<file path="src/rtl/ahb_bm_pkg.sv">
// Shared AHB encodings for the bus-matrix input and output stages.
package ahb_bm_pkg;

  typedef enum logic [1:0] {
    HTRANS_IDLE   = 2'b00,
    HTRANS_BUSY   = 2'b01,
    HTRANS_NONSEQ = 2'b10,
    HTRANS_SEQ    = 2'b11
  } htrans_e;

  localparam logic HRESP_OKAY  = 1'b0;
  localparam logic HRESP_ERROR = 1'b1;

  typedef enum logic [2:0] {
    HBURST_SINGLE = 3'b000,
    HBURST_INCR   = 3'b001,
    HBURST_WRAP4  = 3'b010,
    HBURST_INCR4  = 3'b011,
    HBURST_WRAP8  = 3'b100,
    HBURST_INCR8  = 3'b101,
    HBURST_WRAP16 = 3'b110,
    HBURST_INCR16 = 3'b111
  } hburst_e;

  // NONSEQ and SEQ both carry bit 1 set; IDLE and BUSY request nothing.
  function automatic logic is_active_trans(input logic [1:0] trans);
    return trans[1];
  endfunction

endpackage

</file>
<file path="src/rtl/ahb_bm_addr_hold_reg.sv">
// Address/control holding register: captures the master's address phase
// whenever it is accepted so it can be replayed while waiting for a grant.
module ahb_bm_addr_hold_reg
  import ahb_bm_pkg::*;
#(
  parameter int ADDR_WIDTH = 32
) (
  input  logic                  HCLK,
  input  logic                  HRESETn,
  input  logic                  load,
  input  logic [ADDR_WIDTH-1:0] addr,
  input  logic [1:0]            trans,
  input  logic                  write,
  input  logic [2:0]            size,
  input  logic [2:0]            burst,
  input  logic [3:0]            prot,
  input  logic                  mastlock,
  output logic [ADDR_WIDTH-1:0] held_addr,
  output logic [1:0]            held_trans,
  output logic                  held_write,
  output logic [2:0]            held_size,
  output logic [2:0]            held_burst,
  output logic [3:0]            held_prot,
  output logic                  held_mastlock
);

  // Capture every accepted address phase, IDLE included.
  always_ff @(posedge HCLK or negedge HRESETn) begin
    if (!HRESETn) begin
      held_addr     <= '0;
      held_trans    <= HTRANS_IDLE;
      held_write    <= 1'b0;
      held_size     <= 3'b000;
      held_burst    <= HBURST_SINGLE;
      held_prot     <= 4'b0000;
      held_mastlock <= 1'b0;
    end else if (load) begin
      held_addr     <= addr;
      held_trans    <= trans;
      held_write    <= write;
      held_size     <= size;
      held_burst    <= burst;
      held_prot     <= prot;
      held_mastlock <= mastlock;
    end
  end

endmodule

</file>
<file path="src/rtl/ahb_bm_input_stage.sv">
// Per-master input stage of the AHB bus matrix: buffers an address phase the
// output arbiter cannot grant yet, stalls the master until it is issued, and
// returns the granted slave's ready/response to the master.
module ahb_bm_input_stage
  import ahb_bm_pkg::*;
#(
  parameter int ADDR_WIDTH = 32,
  parameter int PORT_ID    = 0
) (
  input  logic                  HCLK,
  input  logic                  HRESETn,
  input  logic                  HSELS,
  input  logic [ADDR_WIDTH-1:0] HADDRS,
  input  logic [1:0]            HTRANSS,
  input  logic                  HWRITES,
  input  logic [2:0]            HSIZES,
  input  logic [2:0]            HBURSTS,
  input  logic [3:0]            HPROTS,
  input  logic                  HMASTLOCKS,
  input  logic                  HREADYS,
  output logic                  HREADYOUTS,
  output logic                  HRESPS,
  output logic                  req_out,
  output logic                  held_tran,
  output logic [ADDR_WIDTH-1:0] addr_out,
  output logic [1:0]            trans_out,
  output logic                  write_out,
  output logic [2:0]            size_out,
  output logic [2:0]            burst_out,
  output logic [3:0]            prot_out,
  output logic                  mastlock_out,
  input  logic                  active_in,
  input  logic                  readyout_in,
  input  logic                  resp_in
);

  logic                  new_tran;
  logic                  load;
  logic                  grant;
  logic                  busy;
  logic                  pend;
  logic                  dphase;
  logic [ADDR_WIDTH-1:0] held_addr;
  logic [1:0]            held_trans;
  logic                  held_write;
  logic [2:0]            held_size;
  logic [2:0]            held_burst;
  logic [3:0]            held_prot;
  logic                  held_mastlock;

  assign new_tran = HSELS & HREADYS & is_active_trans(HTRANSS);
  assign load     = HSELS & HREADYS;
  assign grant    = active_in & readyout_in;
  // A transfer is outstanding when it is either arriving now or already held.
  assign busy     = new_tran | pend;

  assign req_out   = busy;
  assign held_tran = pend;

  ahb_bm_addr_hold_reg #(
    .ADDR_WIDTH (ADDR_WIDTH)
  ) u_hold (
    .HCLK          (HCLK),
    .HRESETn       (HRESETn),
    .load          (load),
    .addr          (HADDRS),
    .trans         (HTRANSS),
    .write         (HWRITES),
    .size          (HSIZES),
    .burst         (HBURSTS),
    .prot          (HPROTS),
    .mastlock      (HMASTLOCKS),
    .held_addr     (held_addr),
    .held_trans    (held_trans),
    .held_write    (held_write),
    .held_size     (held_size),
    .held_burst    (held_burst),
    .held_prot     (held_prot),
    .held_mastlock (held_mastlock)
  );

  // Keep a transfer pending until the arbiter grants it on a ready slave path.
  always_ff @(posedge HCLK or negedge HRESETn) begin
    if (!HRESETn) begin
      pend <= 1'b0;
    end else begin
      pend <= busy & ~grant;
    end
  end

  // Track ownership of a slave data phase; it ends on the slave's ready unless
  // a new transfer is issued in that same cycle.
  always_ff @(posedge HCLK or negedge HRESETn) begin
    if (!HRESETn) begin
      dphase <= 1'b0;
    end else if (busy & grant) begin
      dphase <= 1'b1;
    end else if (readyout_in) begin
      dphase <= 1'b0;
    end
  end

  // Drive the output stage from the held copy while waiting, else from the master.
  always_comb begin
    addr_out     = HADDRS;
    trans_out    = HSELS ? HTRANSS : HTRANS_IDLE;
    write_out    = HWRITES;
    size_out     = HSIZES;
    burst_out    = HBURSTS;
    prot_out     = HPROTS;
    mastlock_out = HMASTLOCKS;
    if (pend) begin
      addr_out     = held_addr;
      trans_out    = held_trans;
      write_out    = held_write;
      size_out     = held_size;
      burst_out    = held_burst;
      prot_out     = held_prot;
      mastlock_out = held_mastlock;
    end
  end

  // Stall the master while waiting; otherwise reflect the owned data phase.
  always_comb begin
    HREADYOUTS = 1'b1;
    if (pend) begin
      HREADYOUTS = 1'b0;
    end else if (dphase) begin
      HREADYOUTS = readyout_in;
    end
    HRESPS = dphase ? resp_in : HRESP_OKAY;
  end

  // The master is stalled while a transfer is held, so nothing new can arrive.
  property p_no_new_while_pend;
    @(posedge HCLK) disable iff (!HRESETn) pend |-> !new_tran;
  endproperty

  a_no_new_while_pend : assert property (p_no_new_while_pend)
    else $error("ahb_bm_input_stage port %0d: new transfer while one is held", PORT_ID);

  c_pend_released : cover property (@(posedge HCLK) disable iff (!HRESETn) pend ##1 !pend);

endmodule

</file>
<file path="config.mk">
export PLATFORM = sky130hd
export DESIGN_NAME = ahb_bm_input_stage
export DESIGN_NICKNAME = d
export VERILOG_FILES = /design/src/rtl/ahb_bm_pkg.sv /design/src/rtl/ahb_bm_addr_hold_reg.sv /design/src/rtl/ahb_bm_input_stage.sv
export SDC_FILE = /design/constraint.sdc
export NUM_CORES = 1
export LEC_CHECK = 0
export ABC_AREA = 1
export BUFFER_PORTS_ARGS = -buffer_cell sky130_fd_sc_hd__clkbuf_2
export CAP_MARGIN = 20
export CORE_MARGIN = 4
export CORE_UTILIZATION = 40
export DETAILED_ROUTE_END_ITERATION = 10
export PLACE_DENSITY = 0.74
export SLEW_MARGIN = 5
export SYNTH_ARGS = -nofsm -noshare
export SYNTH_HDL_FRONTEND = slang
export SYNTH_SLANG_ARGS = --single-unit
</file>
<file path="constraint.sdc">
create_clock -name HCLK -period 1.8 [get_ports HCLK]
set_input_delay 0.27 -clock HCLK [delete_from_list [all_inputs] [get_ports HCLK]]
set_output_delay 0.27 -clock HCLK [all_outputs]
set_load 0.02 [all_outputs]
</file>
==> results of run 1 <==
cell usage in the layout (no fill, tap or decap), drive strengths merged:
master / n
dlygate4sd3: 1
clkinvlp: 2
buf: 5
o21ai: 88
clkinv: 1
inv: 48
nand2: 103
dfrtp: 48
clkbuf: 108
a21oi: 2
nand3: 4
through the flow:
stage	cells	hold WS, ps	power, mW	util [%]	setup WS [ps]
6_report	485	189	2.81	53.2	86.2
5_1_grt	485	190	2.99	53.2	2.49
4_1_cts	484	185	2.82	52.7	31.1
3_5_place_dp	475	224	2.16	51.0	384
3_3_place_gp	475	212	2.14	51.0	407
2_1_floorplan	312	-25.6	1.88	-	238
state kept, by name, summed over array words and instances (netlist names):
register,count
dphase,1
held_tran,1
u_hold.held_addr,32
u_hold.held_burst,3
u_hold.held_mastlock,1
u_hold.held_prot,4
u_hold.held_size,3
u_hold.held_trans,2
u_hold.held_write,1
cell type report:
cell class,count,area (um2)
clock buffers,5,68.8
fillers,586,2830
inverters,48,180
well taps,75,93.8
multi-input cells,197,1030
repair buffers,109,628
flip-flops and latches,48,1200
clock inverters,3,23.8
routing by layer:
metal | share of wire [%] | GRT usage [%] | routed length [um]
met5 | 0 | 0 | 0
met4 | 0.84 | 3.71 | 47
met3 | 7.6 | 3.39 | 426
met2 | 46 | 24.9 | 2580
met1 | 45 | 18.5 | 2520
cell families (layout without fill, tap and decap cells):
logic type / Yosys count / in the layout / synth area share, %
AND/OR/NAND/NOR: 107 / 107 / 16.2
AO/OA/AOI/OAI: 90 / 90 / 24.0
buffers and inverters: 67 / 165 / 12.9
flip-flops: 48 / 48 / 46.9
where the power goes:
group | total (mW) | internal [mW] | leakage (nW) | switching (mW)
registers | 1.29 | 1.21 | 0.594 | 0.0740
clock network | 0.648 | 0.275 | 0.0404 | 0.373
logic | 0.876 | 0.317 | 1.14 | 0.559
worst paths after layout:
path / from / to / slack, ps
min in group asynchronous: HRESETn / u_hold.held_addr[29]$_DFFE_PN0P_ / 400
setup / recovery: held_tran$_DFF_PN0_ / addr_out[26] / 90
setup reg to reg: held_tran$_DFF_PN0_ / dphase$_DFFE_PN0P_ / 760
hold reg to reg: u_hold.held_addr[12]$_DFFE_PN0P_ / u_hold.held_addr[12]$_DFFE_PN0P_ / 490
hold / removal: HPROTS[0] / u_hold.held_prot[0]$_DFFE_PN0P_ / 190
max in group asynchronous: HRESETn / u_hold.held_addr[15]$_DFFE_PN0P_ / 790
critical path, delay by kind of cell (launching register included):
| kind | cells | cell delay [ps] |
|---|---|---|
| DFF | 1 | 460 |
| buffers and inverters | 2 | 430 |
| AOI/OAI and AO/OA | 1 | 230 |
timing repair:
action | 4_1_cts | 5_1_grt
setup buffers | 0 | 0
setup endpoints to repair | 0 | 3
hold buffers | 1 | 0
hold endpoints to repair | 14 | 0
gates resized for setup | 0 | 2
==> impl_metrics.json, run 1 <==
{
  "status": "completed",
  "hold_depth": 3,
  "gp_congestion": 0.726,
  "row_count": 28,
  "crit_arrival_ps": 1440,
  "drt_wl_total_mm": 5.57,
  "yosysWarnings": 0,
  "worstSetupPathType": "reg -> out",
  "worst_slew_pin_slew_ps": 390,
  "finalCritPeriodShare_pct": 95.2,
  "setup_viol": 0,
  "period_minus_slack_ps": 1710,
  "root_buffer": "clkbuf_8",
  "grt.total_usage_pct": 14.5,
  "syn-num-nets": 365,
  "dr.first_iter.drc_count": 84,
  "cts.sinks": 48,
  "grt_start_max_net_pins": 94,
  "vias": 2276,
  "synth_edf_count": 0,
  "drtAntennaViolNets": 0,
  "slew_violations": 0,
  "end_kind": "primary output",
  "min_path_type": "in -> reg",
  "cap_violations": 0,
  "viasPerCell": 4.69,
  "antenna_found_initial": 0,
  "insertedDiodeCount": 0,
  "synth_top_area_share_pct": 46.9,
  "rsz0062_at_grt": "no",
  "grt-ovfl-total": 0,
  "core-area_mm2": 0.00606,
  "postPlaceCellArea_mm2": 0.00309,
  "cellPowerDensity_mw_per_mm2": 871,
  "reg2regPathDepth": 5,
  "syn_area_mm2": 0.00256,
  "detailedRoute.firstPassIterationCount": 4,
  "die_w_um": 88.0,
  "synth.avg_cell_area_um2": 8.21,
  "start_kind": "register",
  "io_buffers": 102,
  "cts.reportedPaths.clkPinSlew_ps": 100,
  "cp_slowest_stage_delay_ps": 460,
  "synth_cells": 312,
  "yosysMostFrequentCell": "nand2_1",
  "max_slew_margin_pct": 74.0,
  "critPathSlowestCell": "dfrtp_2",
  "hold_viol": 0,
  "synthArstFlopShare_pct": 100,
  "cts_tree": "done",
  "ys_top_cells_by_area": "dfrtp_1, o21ai_2, nand2_1, o21ai_0, inv_1",
  "setup_tns_ps": 0,
  "grt_pass1_vias": 2149,
  "place_hpwl_mm": 3.90,
  "htree_num_levels": 2,
  "fin_area_mm2": 0.00323,
  "cts_inserted_buffers": 5,
  "drc": 0,
  "fmax_mhz": 584,
  "drive_gt1_share_pct": 39.8,
  "synth_commonest_cells": "nand2_1, dfrtp_1, inv_1",
  "ys_seq_area_share_pct": 46.9,
  "clock_latency_ps": 310,
  "synth_area_leader_cell": "dfrtp_1",
  "worstPathCellList": "clkbuf_16 > o21ai_0 > clkbuf_2",
  "grt_first_pass_wirelength_mm": 9.07,
  "leakage_nw": 1.77,
  "synth_ff_type": "dfrtp_1",
  "ioPinCount": 103,
  "ir_drop_uv": 461,
  "cp_max_fo": 46,
  "initial_utilization_pct": 42.3,
  "crit_required_ps": 1530,
  "clock_skew_ps": 1.06,
  "synth.distinct_cells": 12,
  "area_growth_pct": 26.0,
  "synth-seq-cells": 48,
  "nets": 462,
  "clk_path_buf_depth": 2,
  "drt-wirelength-per-cell_um": 11.5,
  "dieArea_mm2": 0.00775,
  "dieHeight_um": 88.0
}
Note: power is estimated with default switching activity, not from simulation.
==> inputs of run 2 (changes only) <==
--- a/config.mk
+++ b/config.mk
@@ -8,10 +8,12 @@
 export ABC_AREA = 1
 export BUFFER_PORTS_ARGS = -buffer_cell sky130_fd_sc_hd__clkbuf_2
 export CAP_MARGIN = 20
+export CELL_PAD_IN_SITES_DETAIL_PLACEMENT = 0
+export CELL_PAD_IN_SITES_GLOBAL_PLACEMENT = 1
 export CORE_MARGIN = 4
-export CORE_UTILIZATION = 40
+export CORE_UTILIZATION = 37
 export DETAILED_ROUTE_END_ITERATION = 10
-export PLACE_DENSITY = 0.74
+export PLACE_DENSITY = 0.91
 export SLEW_MARGIN = 5
 export SYNTH_ARGS = -nofsm -noshare
 export SYNTH_HDL_FRONTEND = slang
==> run 2 against run 1 <==
  * Clock power down 1%
  * Final cell count rose by 0.62%
  * Hold slack got worse by 120 ps
  * Combinational power fell by 4.0%
  * First-iteration DRC count grew 18%
  * Sequential cell count stayed put
  * Via count fell by 5.0%
  * Largest cell class unchanged
  * Worst setup slack improved by 82 ps
  * Die area grew 7.4%
  * Core utilization shrank 6.0 points
  * Clock-buffer cell count increased by 3
==> impl_metrics.json, run 2 (synthesized netlist as in run 1, its figures left out) <==
{
  "status": "completed",
  "p_seq_share_pct": 46.4,
  "cts_inserted_buffers": 5,
  "nets": 460,
  "setup_viol": 0,
  "min_path_type": "in -> async",
  "postPlaceCellArea_mm2": 0.00310,
  "core-area_mm2": 0.00676,
  "hold_viol": 0,
  "dp_cells": 480,
  "root_buffer": "clkbuf_8",
  "stdcell_count": 488,
  "slew_violations": 0,
  "grt-ovfl-total": 0,
  "ioPinCount": 103,
  "crit_required_ps": 1530,
  "cts.reportedPaths.clkPinSlew_ps": 80,
  "drive_gt1_share_pct": 39.0,
  "vias": 2163,
  "cts_tree": "done",
  "cts.sinks": 48,
  "switching_share_pct": 33.9,
  "htree_num_levels": 2,
  "finalCritPeriodShare_pct": 90.6,
  "detailedRoute.firstPassIterationCount": 4,
  "clock_latency_ps": 290,
  "row_count": 30,
  "dieHeight_um": 91.2,
  "dr.first_iter.drc_count": 99,
  "crit_arrival_ps": 1360,
  "grt_first_pass_wirelength_mm": 8.69,
  "clk_path_buf_depth": 2,
  "worst_slew_pin_slew_ps": 602,
  "clock_skew_ps": 0.0485,
  "biggestRegsByFlops": "u_hold.held_addr (32), u_hold.held_prot (4)",
  "fmax_mhz": 613,
  "drt_wl_total_mm": 4.99,
  "cellPowerDensity_mw_per_mm2": 866,
  "ir_drop_uv": 298,
  "drtAntennaViolNets": 0,
  "regMostFlops": "u_hold.held_addr",
  "antenna_found_initial": 0,
  "drt-wirelength-per-cell_um": 10.2,
  "leakage_nw": 1.76,
  "p_comb_share_pct": 30.4,
  "layout_common_cells": "nand2_1, clkbuf_2, inv_1",
  "cap_violations": 0,
  "p_sw_mw": 0.936,
  "worstSetupPathType": "reg -> out",
  "cp_max_fo": 47,
  "internal-power_mw": 1.83,
  "clockPowerShare_pct": 23.2,
  "period_minus_slack_ps": 1630,
  "start_kind": "register",
  "die_w_um": 91.2,
  "end_kind": "primary output",
  "place_hpwl_mm": 3.73,
  "grt_start_max_net_pins": 49,
  "gp_congestion": 0.745,
  "viasPerCell": 4.43,
  "grt.total_usage_pct": 12.2,
  "post_cts_resized": 0,
  "grt_pass1_vias": 2054,
  "n_fill_cell": 692,
  "area_growth_pct": 24.6,
  "max_slew_margin_pct": 59.9,
  "io_buffers": 102,
  "holdBufCountCts": 0,
  "largest_reg_flops": 32,
  "insertedDiodeCount": 0,
  "fin_area_mm2": 0.00319,
  "setup_tns_ps": 0,
  "drc": 0,
  "rsz0062_at_grt": "no",
  "initial_utilization_pct": 37.9,
  "dieArea_mm2": 0.00832,
  "post_cts_buffers": 0
}
-- run 2: cell count changes in the layout (fill, tap and decap cells not counted), sizes merged --
cell         change
dlygate4sd3      -1
clkbuf           +2
clkinv           -1
clkinvlp         -2
-- run 2: worst paths after layout --
check | slack (ps) | from | to | depth (start not counted)
min in group HCLK | 200 | HWRITES | u_hold.held_write$_DFFE_PN0P_ | 3
worst max register to register | 780 | held_tran$_DFF_PN0_ | dphase$_DFFE_PN0P_ | 5
worst min register to register | 480 | u_hold.held_trans[1]$_DFFE_PN0P_ | u_hold.held_trans[1]$_DFFE_PN0P_ | 2
max in group asynchronous | 1300 | HRESETn | held_tran$_DFF_PN0_ | 2
worst max-delay path | 170 | held_tran$_DFF_PN0_ | addr_out[24] | 3
worst min-delay path | 70 | HRESETn | u_hold.held_burst[0]$_DFFE_PN0P_ | 2
-- run 2: critical path, cell delays in order, from the launching register on --
cell and delay, ps:
dfrtp_2 430, buf_6 200, o21ai_0 210, clkbuf_2 210
-- run 2: power by group through the flow --
stage | combinational [mW] | clock, mW | sequential, mW
2_1_floorplan | 0.589 | 0 | 1.29
3_3_place_gp | 0.845 | 0 | 1.30
6_report | 0.841 | 0.641 | 1.28
5_1_grt | 0.938 | 0.726 | 1.30
3_5_place_dp | 0.858 | 0 | 1.30
4_1_cts | 0.859 | 0.678 | 1.28
-- run 2: stage by stage --
step | hold slack (ps) | total power [mW] | setup slack, ps | utilization (%)
detailed placement | 413 | 2.16 | 396 | 45.9
finish | 68.1 | 2.76 | 168 | 47.2
global route | 121 | 2.96 | 55.6 | 47.2
global placement | 404 | 2.15 | 389 | 45.9
floorplan | -25.6 | 1.88 | 238 | -
CTS | 87.7 | 2.82 | 66.4 | 47.2
-- run 2: layer usage --
| metal | global-route usage (%) | vias to the layer above | part of all wire (%) |
|---|---|---|---|
| met1 | 14.4 | 952 | 43 |
| li1 | - | 1158 | - |
| met3 | 3.40 | 2 | 5.8 |
| met2 | 22.2 | 51 | 50 |
| met4 | 2.64 | 0 | 0.38 |
| met5 | 0 | - | 0 |
-- run 2: layout make-up --
type | count | area, um2 | area share, %
Timing Repair Buffer | 107 | 589 | 18.5
Multi-Input combinational cell | 197 | 1030 | 32.3
Tap cell | 80 | 100 | 3.14
Clock buffer | 8 | 90.1 | 2.82
Inverter | 48 | 180 | 5.64
Sequential cell | 48 | 1200 | 37.7
==> inputs of run 3 (changes only) <==
--- a/config.mk
+++ b/config.mk
@@ -7,13 +7,13 @@
 export LEC_CHECK = 0
 export ABC_AREA = 1
 export BUFFER_PORTS_ARGS = -buffer_cell sky130_fd_sc_hd__clkbuf_2
-export CAP_MARGIN = 20
 export CELL_PAD_IN_SITES_DETAIL_PLACEMENT = 0
 export CELL_PAD_IN_SITES_GLOBAL_PLACEMENT = 1
 export CORE_MARGIN = 4
-export CORE_UTILIZATION = 37
+export CORE_UTILIZATION = 30
 export DETAILED_ROUTE_END_ITERATION = 10
-export PLACE_DENSITY = 0.91
+export PLACE_DENSITY = 0.77
+export REMOVE_ABC_BUFFERS = 1
 export SLEW_MARGIN = 5
 export SYNTH_ARGS = -nofsm -noshare
 export SYNTH_HDL_FRONTEND = slang
==> run 3 against run 2 <==
  * Routed wire length rose by 12%
  * Hold slack better by 140 ps
  * Critical endpoint is now addr_out[18]
  * Design area rose by 1.6%
  * Sequential share of layout area decreased by 0.58 points
  * Core utilization shrank 8.0 points
  * Clock-buffer cell count unchanged
  * Combinational power grew 3.0%
  * Clock power hardly changed
  * Via count rose by 2.1%
  * Largest power group unchanged
  * Largest cell class unchanged
==> impl_metrics.json, run 3 (synthesized netlist as in run 1, its figures left out) <==
{
  "antenna_found_initial": 0,
  "row_count": 33,
  "drive_gt1_share_pct": 38.9,
  "final_util_pct": 39.3,
  "cts.reportedPaths.clkPinSlew_ps": 80,
  "hold_viol": 0,
  "drc": 0,
  "cp_max_fo": 46,
  "regMostFlops": "u_hold.held_addr",
  "finalWorstSetupSlack_ps": 87.5,
  "ir_drop_uv": 303,
  "die_w_um": 100,
  "largest_reg_flops": 32,
  "worst_slew_pin_slew_ps": 477,
  "slew_violations": 0,
  "grt-ovfl-total": 0,
  "rsz0062_at_grt": "no",
  "status": "completed",
  "dieArea_mm2": 0.0101,
  "min_from": "HADDRS[12]",
  "viasPerCell": 4.30,
  "htree_num_levels": 2,
  "area_growth_pct": 26.6,
  "reg2regPathDepth": 5,
  "whs_ps": 212,
  "hold_depth": 3,
  "fin_area_mm2": 0.00324,
  "ioPinCount": 103,
  "ff_latch_area_mm2": 0.00120,
  "io_buffers": 102,
  "leakage_nw": 1.77,
  "dp_slack_ps": 433,
  "cap_violations": 0,
  "fmax_mhz": 584,
  "initial_utilization_pct": 31.0,
  "layout_common_cells": "nand2_1, clkbuf_2, inv_1",
  "regToRegSetupSlack_ps": 720,
  "drt-wirelength-per-cell_um": 10.9,
  "hold_end": "u_hold.held_addr[12]$_DFFE_PN0P_",
  "cts.sinks": 48,
  "worstSetupPathType": "reg -> out",
  "root_buffer": "clkbuf_8",
  "start_kind": "register",
  "dr.first_iter.drc_count": 84,
  "multi_input_area_mm2": 0.00103,
  "setup_viol": 0,
  "nets": 461,
  "biggestRegsByFlops": "u_hold.held_addr (32), u_hold.held_prot (4)",
  "clock_skew_ps": 0.0534,
  "reg2reg_from": "held_tran$_DFF_PN0_",
  "period_minus_slack_ps": 1710,
  "end_kind": "primary output",
  "gp_congestion": 0.711,
  "min_path_type": "in -> reg",
  "cts_inserted_buffers": 5,
  "insertedDiodeCount": 0,
  "crit_arrival_ps": 1440,
  "clock_latency_ps": 290,
  "vias": 2208,
  "max_slew_margin_pct": 68.2,
  "place_hpwl_mm": 3.71,
  "finalCritPeriodShare_pct": 95.1,
  "grt.total_usage_pct": 10.2,
  "clk_path_buf_depth": 2,
  "core-area_mm2": 0.00826,
  "drt_wl_total_mm": 5.60,
  "postPlaceCellArea_mm2": 0.00311,
  "cts_tree": "done",
  "grt_first_pass_wirelength_mm": 8.67,
  "grt_pass1_vias": 2043,
  "crit_required_ps": 1530,
  "grt_start_max_net_pins": 94,
  "drtAntennaViolNets": 0,
  "n_fill_cell": 885,
  "cellPowerDensity_mw_per_mm2": 861,
  "dieHeight_um": 100,
  "r2r_end": "dphase$_DFFE_PN0P_",
  "detailedRoute.firstPassIterationCount": 4
}
run 3: changes by cell type in the layout (fill, tap and decap cells not counted):
cell	delta
buf_6	-1
buf_4	+1
dlygate4sd3_1	+1
buf_12	-2
clkbuf_16	+1
buf_16	+1
run 3: report_power, final:
part | leakage [nW] | switching [mW] | internal (mW)
Clock | 0.0455 | 0.328 | 0.314
Sequential | 0.594 | 0.0719 | 1.21
Combinational | 1.13 | 0.554 | 0.312
run 3: timing repair:
action,4_1_cts,5_1_grt
resized for setup,0,1
hold buffers,1,0
setup endpoints to repair,0,2
setup buffers,0,0
endpoints found under the hold margin,48,0
run 3: per-layer routing:
layer,track usage (%),vias up,wire length [um]
li1,-,1161,-
met1,12.8,981,2600
met2,17.0,61,2510
met3,3.47,5,442
met4,2.49,0,47
met5,0,-,0
run 3: worst max-delay path by stage:
stage	slack (ps)	to	start	cells after the start
floorplan	-670	addr_out[0]	held_tran$_DFF_PN0_	1
global placement	440	trans_out[1]	held_tran$_DFF_PN0_	5
detailed placement	430	trans_out[0]	held_tran$_DFF_PN0_	5
CTS	90	trans_out[0]	held_tran$_DFF_PN0_	5
global route	30	trans_out[0]	held_tran$_DFF_PN0_	5
finish	90	addr_out[18]	held_tran$_DFF_PN0_	3
run 3: through the flow:
stage                     cells  total power, mW  setup TNS [ps]
final                       514             2.79               0
after global routing        514             2.99               0
after CTS                   513             2.83               0
after detailed placement    504             2.16               0
after global placement      504             2.14               0
after floorplan             293             1.84          -32470
run 3: area by class of cell:
type	instances	share of cell area [%]
sequential	48	37.1
timing repair buffer	108	18.8
multi-input combinational	197	31.8
tap	105	4.05
clock buffer	8	2.78
inverter	48	5.56
run 3: critical path, cell delays in order, from the launching register on:
cell and delay (ps):
dfrtp_2 460, clkbuf_16 230, o21ai_0 240, clkbuf_2 210
